$ cat src/rtl/id_ex_stage_pkg.sv
`default_nettype none
// ============================================================================
// Module  : id_ex_stage_pkg
// Brief   : Shared pipeline defines: datapath widths and ALU mode encodings.
// Rev     : 1.0
// ============================================================================
package id_ex_stage_pkg;

  localparam int XLEN       = 32;
  localparam int REG_ADDR_W = 5;
  localparam int ALU_MODE_W = 4;
  localparam int SHIFT_W    = 6;

  typedef enum logic [ALU_MODE_W-1:0] {
    ALU_ADD  = 4'd0,
    ALU_SUB  = 4'd1,
    ALU_SLL  = 4'd2,
    ALU_SRL  = 4'd3,
    ALU_SRA  = 4'd4,
    ALU_AND  = 4'd5,
    ALU_OR   = 4'd6,
    ALU_XOR  = 4'd7,
    ALU_SLT  = 4'd8,
    ALU_SLTU = 4'd9
  } alu_mode_e;

endpackage
`default_nettype wire

$ cat src/rtl/fwd_mux.sv
`default_nettype none
// ============================================================================
// Module  : fwd_mux
// Brief   : Per-operand forwarding match and data select (nearest stage wins).
// Rev     : 1.0
// ============================================================================
module fwd_mux
  import id_ex_stage_pkg::*;
(
  input  logic [REG_ADDR_W-1:0] i_addr,
  input  logic                  i_ignore,
  input  logic [XLEN-1:0]       i_rf_data,
  input  logic [REG_ADDR_W-1:0] i_fwd1_addr,
  input  logic                  i_fwd1_we,
  input  logic [XLEN-1:0]       i_fwd1_data,
  input  logic [REG_ADDR_W-1:0] i_fwd2_addr,
  input  logic                  i_fwd2_we,
  input  logic [XLEN-1:0]       i_fwd2_data,
  output logic [XLEN-1:0]       o_data,
  output logic                  o_match1,
  output logic                  o_match2
);

  logic w_addr_nz;

  // x0 is hardwired zero, so it never matches a producer
  assign w_addr_nz = (i_addr != '0) & ~i_ignore;
  assign o_match1  = w_addr_nz & i_fwd1_we & (i_fwd1_addr == i_addr);
  assign o_match2  = w_addr_nz & i_fwd2_we & (i_fwd2_addr == i_addr);

  always_comb begin
    o_data = i_rf_data;
    if (o_match1) begin
      o_data = i_fwd1_data;
    end else if (o_match2) begin
      o_data = i_fwd2_data;
    end
  end

endmodule
`default_nettype wire

$ cat src/rtl/id_ex_stage.sv
`default_nettype none
// ============================================================================
// Module  : id_ex_stage
// Brief   : ID/EX pipeline register with operand forwarding and hazard stall.
//           ID_EX_FORWARD_EN defined enables forwarding; otherwise any
//           producer match stalls until it clears.
// Rev     : 1.0
// ============================================================================
module id_ex_stage
  import id_ex_stage_pkg::*;
(
  input  logic                  clk,
  input  logic                  rst,
  input  logic                  id_valid,
  input  logic [REG_ADDR_W-1:0] id_rs1_addr,
  input  logic [REG_ADDR_W-1:0] id_rs2_addr,
  input  logic [XLEN-1:0]       id_rs1_data,
  input  logic [XLEN-1:0]       id_rs2_data,
  input  logic [XLEN-1:0]       id_imm,
  input  logic                  id_use_imm,
  input  logic [ALU_MODE_W-1:0] id_alu_mode,
  input  logic [REG_ADDR_W-1:0] id_rd_addr,
  input  logic                  id_rd_we,
  input  logic [REG_ADDR_W-1:0] fwd1_rd_addr,
  input  logic                  fwd1_we,
  input  logic                  fwd1_is_load,
  input  logic [XLEN-1:0]       fwd1_data,
  input  logic [REG_ADDR_W-1:0] fwd2_rd_addr,
  input  logic                  fwd2_we,
  input  logic [XLEN-1:0]       fwd2_data,
  input  logic                  stall_in,
  input  logic                  flush,
  output logic                  ex_valid,
  output logic [XLEN-1:0]       ex_operand,
  output logic [XLEN-1:0]       ex_operand_b,
  output logic [SHIFT_W-1:0]    ex_shift_time,
  output logic [ALU_MODE_W-1:0] ex_alu_mode,
  output logic [REG_ADDR_W-1:0] ex_rd_addr,
  output logic                  ex_rd_we,
  output logic                  hazard_stall
);

  logic [XLEN-1:0]       w_a_data;
  logic [XLEN-1:0]       w_b_data;
  logic                  w_a_m1;
  logic                  w_a_m2;
  logic                  w_b_m1;
  logic                  w_b_m2;
  logic [XLEN-1:0]       w_a_sel;
  logic [XLEN-1:0]       w_rs2_sel;
  logic [XLEN-1:0]       w_b_sel;
  logic                  w_hazard;

  logic                  r_valid;
  logic [XLEN-1:0]       r_operand_a;
  logic [XLEN-1:0]       r_operand_b;
  logic [SHIFT_W-1:0]    r_shift;
  logic [ALU_MODE_W-1:0] r_alu_mode;
  logic [REG_ADDR_W-1:0] r_rd_addr;
  logic                  r_rd_we;

  fwd_mux u_fwd_a (
    .i_addr      (id_rs1_addr),
    .i_ignore    (1'b0),
    .i_rf_data   (id_rs1_data),
    .i_fwd1_addr (fwd1_rd_addr),
    .i_fwd1_we   (fwd1_we),
    .i_fwd1_data (fwd1_data),
    .i_fwd2_addr (fwd2_rd_addr),
    .i_fwd2_we   (fwd2_we),
    .i_fwd2_data (fwd2_data),
    .o_data      (w_a_data),
    .o_match1    (w_a_m1),
    .o_match2    (w_a_m2)
  );

  fwd_mux u_fwd_b (
    .i_addr      (id_rs2_addr),
    .i_ignore    (id_use_imm),
    .i_rf_data   (id_rs2_data),
    .i_fwd1_addr (fwd1_rd_addr),
    .i_fwd1_we   (fwd1_we),
    .i_fwd1_data (fwd1_data),
    .i_fwd2_addr (fwd2_rd_addr),
    .i_fwd2_we   (fwd2_we),
    .i_fwd2_data (fwd2_data),
    .o_data      (w_b_data),
    .o_match1    (w_b_m1),
    .o_match2    (w_b_m2)
  );

`ifdef ID_EX_FORWARD_EN
  logic w_unused_m2;
  assign w_unused_m2 = w_a_m2 ^ w_b_m2;
  assign w_a_sel     = w_a_data;
  assign w_rs2_sel   = w_b_data;
  // A load in the next stage has no data yet, so its consumer must wait
  assign w_hazard    = id_valid & fwd1_is_load & (w_a_m1 | w_b_m1);
`else
  logic w_unused_fwd;
  assign w_unused_fwd = ^{fwd1_is_load, w_a_data, w_b_data};
  assign w_a_sel      = id_rs1_data;
  assign w_rs2_sel    = id_rs2_data;
  assign w_hazard     = id_valid & (w_a_m1 | w_a_m2 | w_b_m1 | w_b_m2);
`endif

  assign w_b_sel      = id_use_imm ? id_imm : w_rs2_sel;
  assign hazard_stall = stall_in | w_hazard;

  always_ff @(posedge clk or posedge rst) begin
    if (rst) begin
      r_valid     <= 1'b0;
      r_operand_a <= '0;
      r_operand_b <= '0;
      r_shift     <= '0;
      r_alu_mode  <= '0;
      r_rd_addr   <= '0;
      r_rd_we     <= 1'b0;
    end else if (flush) begin
      r_valid <= 1'b0;
      r_rd_we <= 1'b0;
    end else if (!stall_in) begin
      r_valid     <= id_valid & ~w_hazard;
      r_rd_we     <= id_valid & ~w_hazard & id_rd_we;
      r_operand_a <= w_a_sel;
      r_operand_b <= w_b_sel;
      r_shift     <= {1'b0, w_b_sel[4:0]};
      r_alu_mode  <= id_alu_mode;
      r_rd_addr   <= id_rd_addr;
    end
  end

  assign ex_valid      = r_valid;
  assign ex_operand    = r_operand_a;
  assign ex_operand_b  = r_operand_b;
  assign ex_shift_time = r_shift;
  assign ex_alu_mode   = r_alu_mode;
  assign ex_rd_addr    = r_rd_addr;
  assign ex_rd_we      = r_rd_we;

endmodule
`default_nettype wire

$ cat config.mk
export PLATFORM = sky130hd
export DESIGN_NAME = id_ex_stage
export DESIGN_NICKNAME = d
export VERILOG_FILES = /design/src/rtl/id_ex_stage_pkg.sv /design/src/rtl/fwd_mux.sv /design/src/rtl/id_ex_stage.sv
export SDC_FILE = /design/constraint.sdc
export NUM_CORES = 1
export LEC_CHECK = 0
export ABC_AREA = 1
export CORE_AREA = 2 2 109 111
export DETAILED_ROUTE_END_ITERATION = 8
export DIE_AREA = 0 0 111 113
export HOLD_SLACK_MARGIN = 0.05
export PLACE_DENSITY = 0.87
export SLEW_MARGIN = 40
export SYNTH_ARGS = -nofsm -noshare
export SYNTH_HDL_FRONTEND = slang
export SYNTH_SLANG_ARGS = --single-unit
$ cat constraint.sdc
create_clock -name clk -period 4.9 [get_ports clk]
set_clock_uncertainty 0.1 [all_clocks]
set_input_delay 0.98 -clock clk [delete_from_list [all_inputs] [get_ports clk]]
set_output_delay 0.98 -clock clk [all_outputs]
set_load 0.005 [all_outputs]
==> reports/results.tsv <==
metric	value	unit
status	finished clean	
crit path max fanout	3	
Antenna diodes	0	
Yosys cell types	16	
num ports	281	
power per cell area	317	nW/um^2
Final Non-Filler Cells	821	
Fmax achieved	262	MHz
flip-flop and latch area	1880	um^2
Crit path largest cell delay	0.51	ns
post-synthesis sequential area ratio	52.4	%
R2R Path Start	ex_operand_b[4]$_DFFE_PP0P_	
clock-pin slew on the worst setup and hold paths	0.06	ns
Fillers	1022	
synthesized area per cell	7.60	um^2
Placed Cells	805	
worst-skew pair later-pin latency	0.32	ns
Die ar.	12500	um^2
Routed WL	11600	um
Vias per Instance	4.61	
largest net degree at the start of global routing	74	
Initial Utilization	31.8	%
number of flops mapped to enable cells by yosys	0	
initial antenna violation count	0	
Most used DFF post-synth	dfrtp_1	
CTS tree	yes	
CTS H-tree lvls	3	
kind of critical path	input pin to output port	
Max transition margin	50.0	%
synthesized flop and latch total	75	
unrepaired setup endpoints after global routing	false	
WP data required	3.82	ns
final hold violation count	0	
CP dominant cell by count	nand2_1	
initial DRC count	193	
Hold Crit Class	register to register	
Wirelength per Cell	14.2	um
Setup crit end kind	output port	
leakage power	2.85	nW
CP Launch Point	id_rs2_addr[1]	
first-pass GRT wire length	19100	um
Resized cells post-CTS	0	
Clock Tree Buf Depth	2	
YS warnings	0	
max-cap violations	0	
hold buffers post-CTS	0	
IO Port Bufs	214	
share of layout cells above drive strength 1	3.69	%
Final Core Density	53.8	%
top cell type's share of synthesized area	52.4	%
Post-Syn Nets	670	
fin nets	872	
GRT Total Usage	19.2	%
maximum VDD drop	0.000142	V
actual slew at the worst max-slew pin	0.750	ns
Area contributors post-synth	dfrtp_1 52%, nand2_1 22%, o21ai_1 5.5%, nor2_1 5.0%, o21ai_0 4.3%	
Async SR Flop Fraction	100	%
critical path's slowest cell	clkdlybuf4s50_1	
WHS	0.368	ns
Die Wd	111	um
post-CTS setup buffer count	0	
Cell Area, Synth	3580	um^2
GRT Residual Overflow	0	
Core Footprint	11300	um^2
hold_sp	ex_rd_addr[1]$_DFFE_PP0P_	
vias in the first global route	3767	
worst-path cell chain	clkdlybuf4s50_1 > inv_1 > nand2_1 > nand2_1 > nor2_1 > nand3_1 > nand2_1 > nand2_1 > nand2_1 > nand2_1 > nand2_1 > clkdlybuf4s50_1	
post-DP HPWL	8430	um
Root Driver	clkbuf_16	
Max Slew Vio Count	0	
final setup vio count	0	
Tmin final	3.82	ns
Multi-input gate area	1400	um^2
Rows	39	
Detailed Routing Iterations Pass 1	4	
WP buf/inv	3	
Critical Path AT	2.74	ns
CP delay by family, top	buffers and inverters	
Mapped Cells	471	
die height	113	um
TritonCTS buffer count	9	
Total Power	0.00192	W
area leader, netlist	dfrtp_1	
final period utilization	77.9	%
CTS Sinks	75	
Post-DRT Antenna Nets	0	
Area Growth Syn to Fin	69.3	%
GPL Wtd Cong	0.826	
setup TNS	0	ns
via count	3785	
Startpoint Class	input pin	
detailed-route DRC error count	0	
[worst register-to-register path, cell delays in order (launching register included)]
cell and delay [ns]:
dfrtp_1 0.41, nand2_1 0.07, o21ai_1 0.08
[metal layers]
metal / GRT usage [%] / wire, um / vias up
met5: 0 / 0 / -
met4: 5.75 / 84 / 0
met3: 5.03 / 797 / 6
met2: 34.1 / 5730 / 141
met1: 22.9 / 5030 / 1779
li1: - / - / 1859
[cells by family after synthesis]
family	count (synthesis)	synth area share, %
and+or+nand+nor	271	29.0
DFF	75	52.4
AOI/OAI and AO/OA	70	9.79
buffers and inverters	54	8.67
other	1	0.105
[cells in the final DEF (no fill, tap or decap), drive strengths merged]
master / count
clkinvlp: 3
nand3: 8
nor3: 1
bufinv: 2
clkinv: 1
nand4: 2
clkbuf: 9
nand2: 210
inv: 27
nor2: 50
o21ai: 70
conb: 1
dfrtp: 75
clkdlybuf4s50: 214
buf: 5
[state kept, by name, summed over array words and instances (netlist names)]
signal,flops
ex_alu_mode,4
ex_valid,1
ex_rd_addr,5
ex_operand_b,32
ex_rd_we,1
ex_operand,32
[power by group]
| part | switching [W] | internal, W |
|---|---|---|
| Sequential | 0.0000434 | 0.000699 |
| Clock | 0.000272 | 0.000450 |
| Combinational | 0.000172 | 0.000286 |
[cell type report]
cell class,count,share of cell area (%)
timing repair buffer,219,36.0
tap,143,2.95
clock inverter,7,1.65
multi-input combinational,342,23.1
sequential,75,31.0
inverter,26,1.69
clock buffer,9,3.72
[per-stage QoR]
| stage | cell area, um^2 | setup slack [ns] |
|---|---|---|
| after floorplan | 3580 | 1.91 |
| after global placement | 5730 | 1.09 |
| after detailed placement | 5740 | 1.07 |
| after CTS | 6060 | 1.07 |
| after global routing | 6060 | 0.860 |
| final | 6060 | 1.08 |
[final timing paths]
check,endpoint,slack [ns],depth (start not counted)
min in group asynchronous,ex_operand[19]$_DFFE_PP0P_,0.92,2
min reg2reg,ex_rd_addr[1]$_DFFE_PP0P_,0.37,2
min,ex_rd_addr[1]$_DFFE_PP0P_,0.37,2
max in group asynchronous,ex_operand[25]$_DFFE_PP0P_,3.03,3
max reg2reg,ex_operand_b[4]$_DFFE_PP0P_,4.13,2
max,hazard_stall,1.08,12
[cell usage after synthesis, types with 2 or more instances]
| cell type | n |
|---|---|
| nand2_1 | 210 |
| dfrtp_1 | 75 |
| nor2_1 | 48 |
| o21ai_1 | 39 |
| o21ai_0 | 31 |
| inv_1 | 26 |
| buf_6 | 9 |
| buf_4 | 8 |
| nand3_1 | 8 |
| buf_2 | 7 |
| clkbuf_1 | 3 |
| nand4_1 | 2 |
| nor2_2 | 2 |
Note: power is estimated with default switching activity, not from simulation.
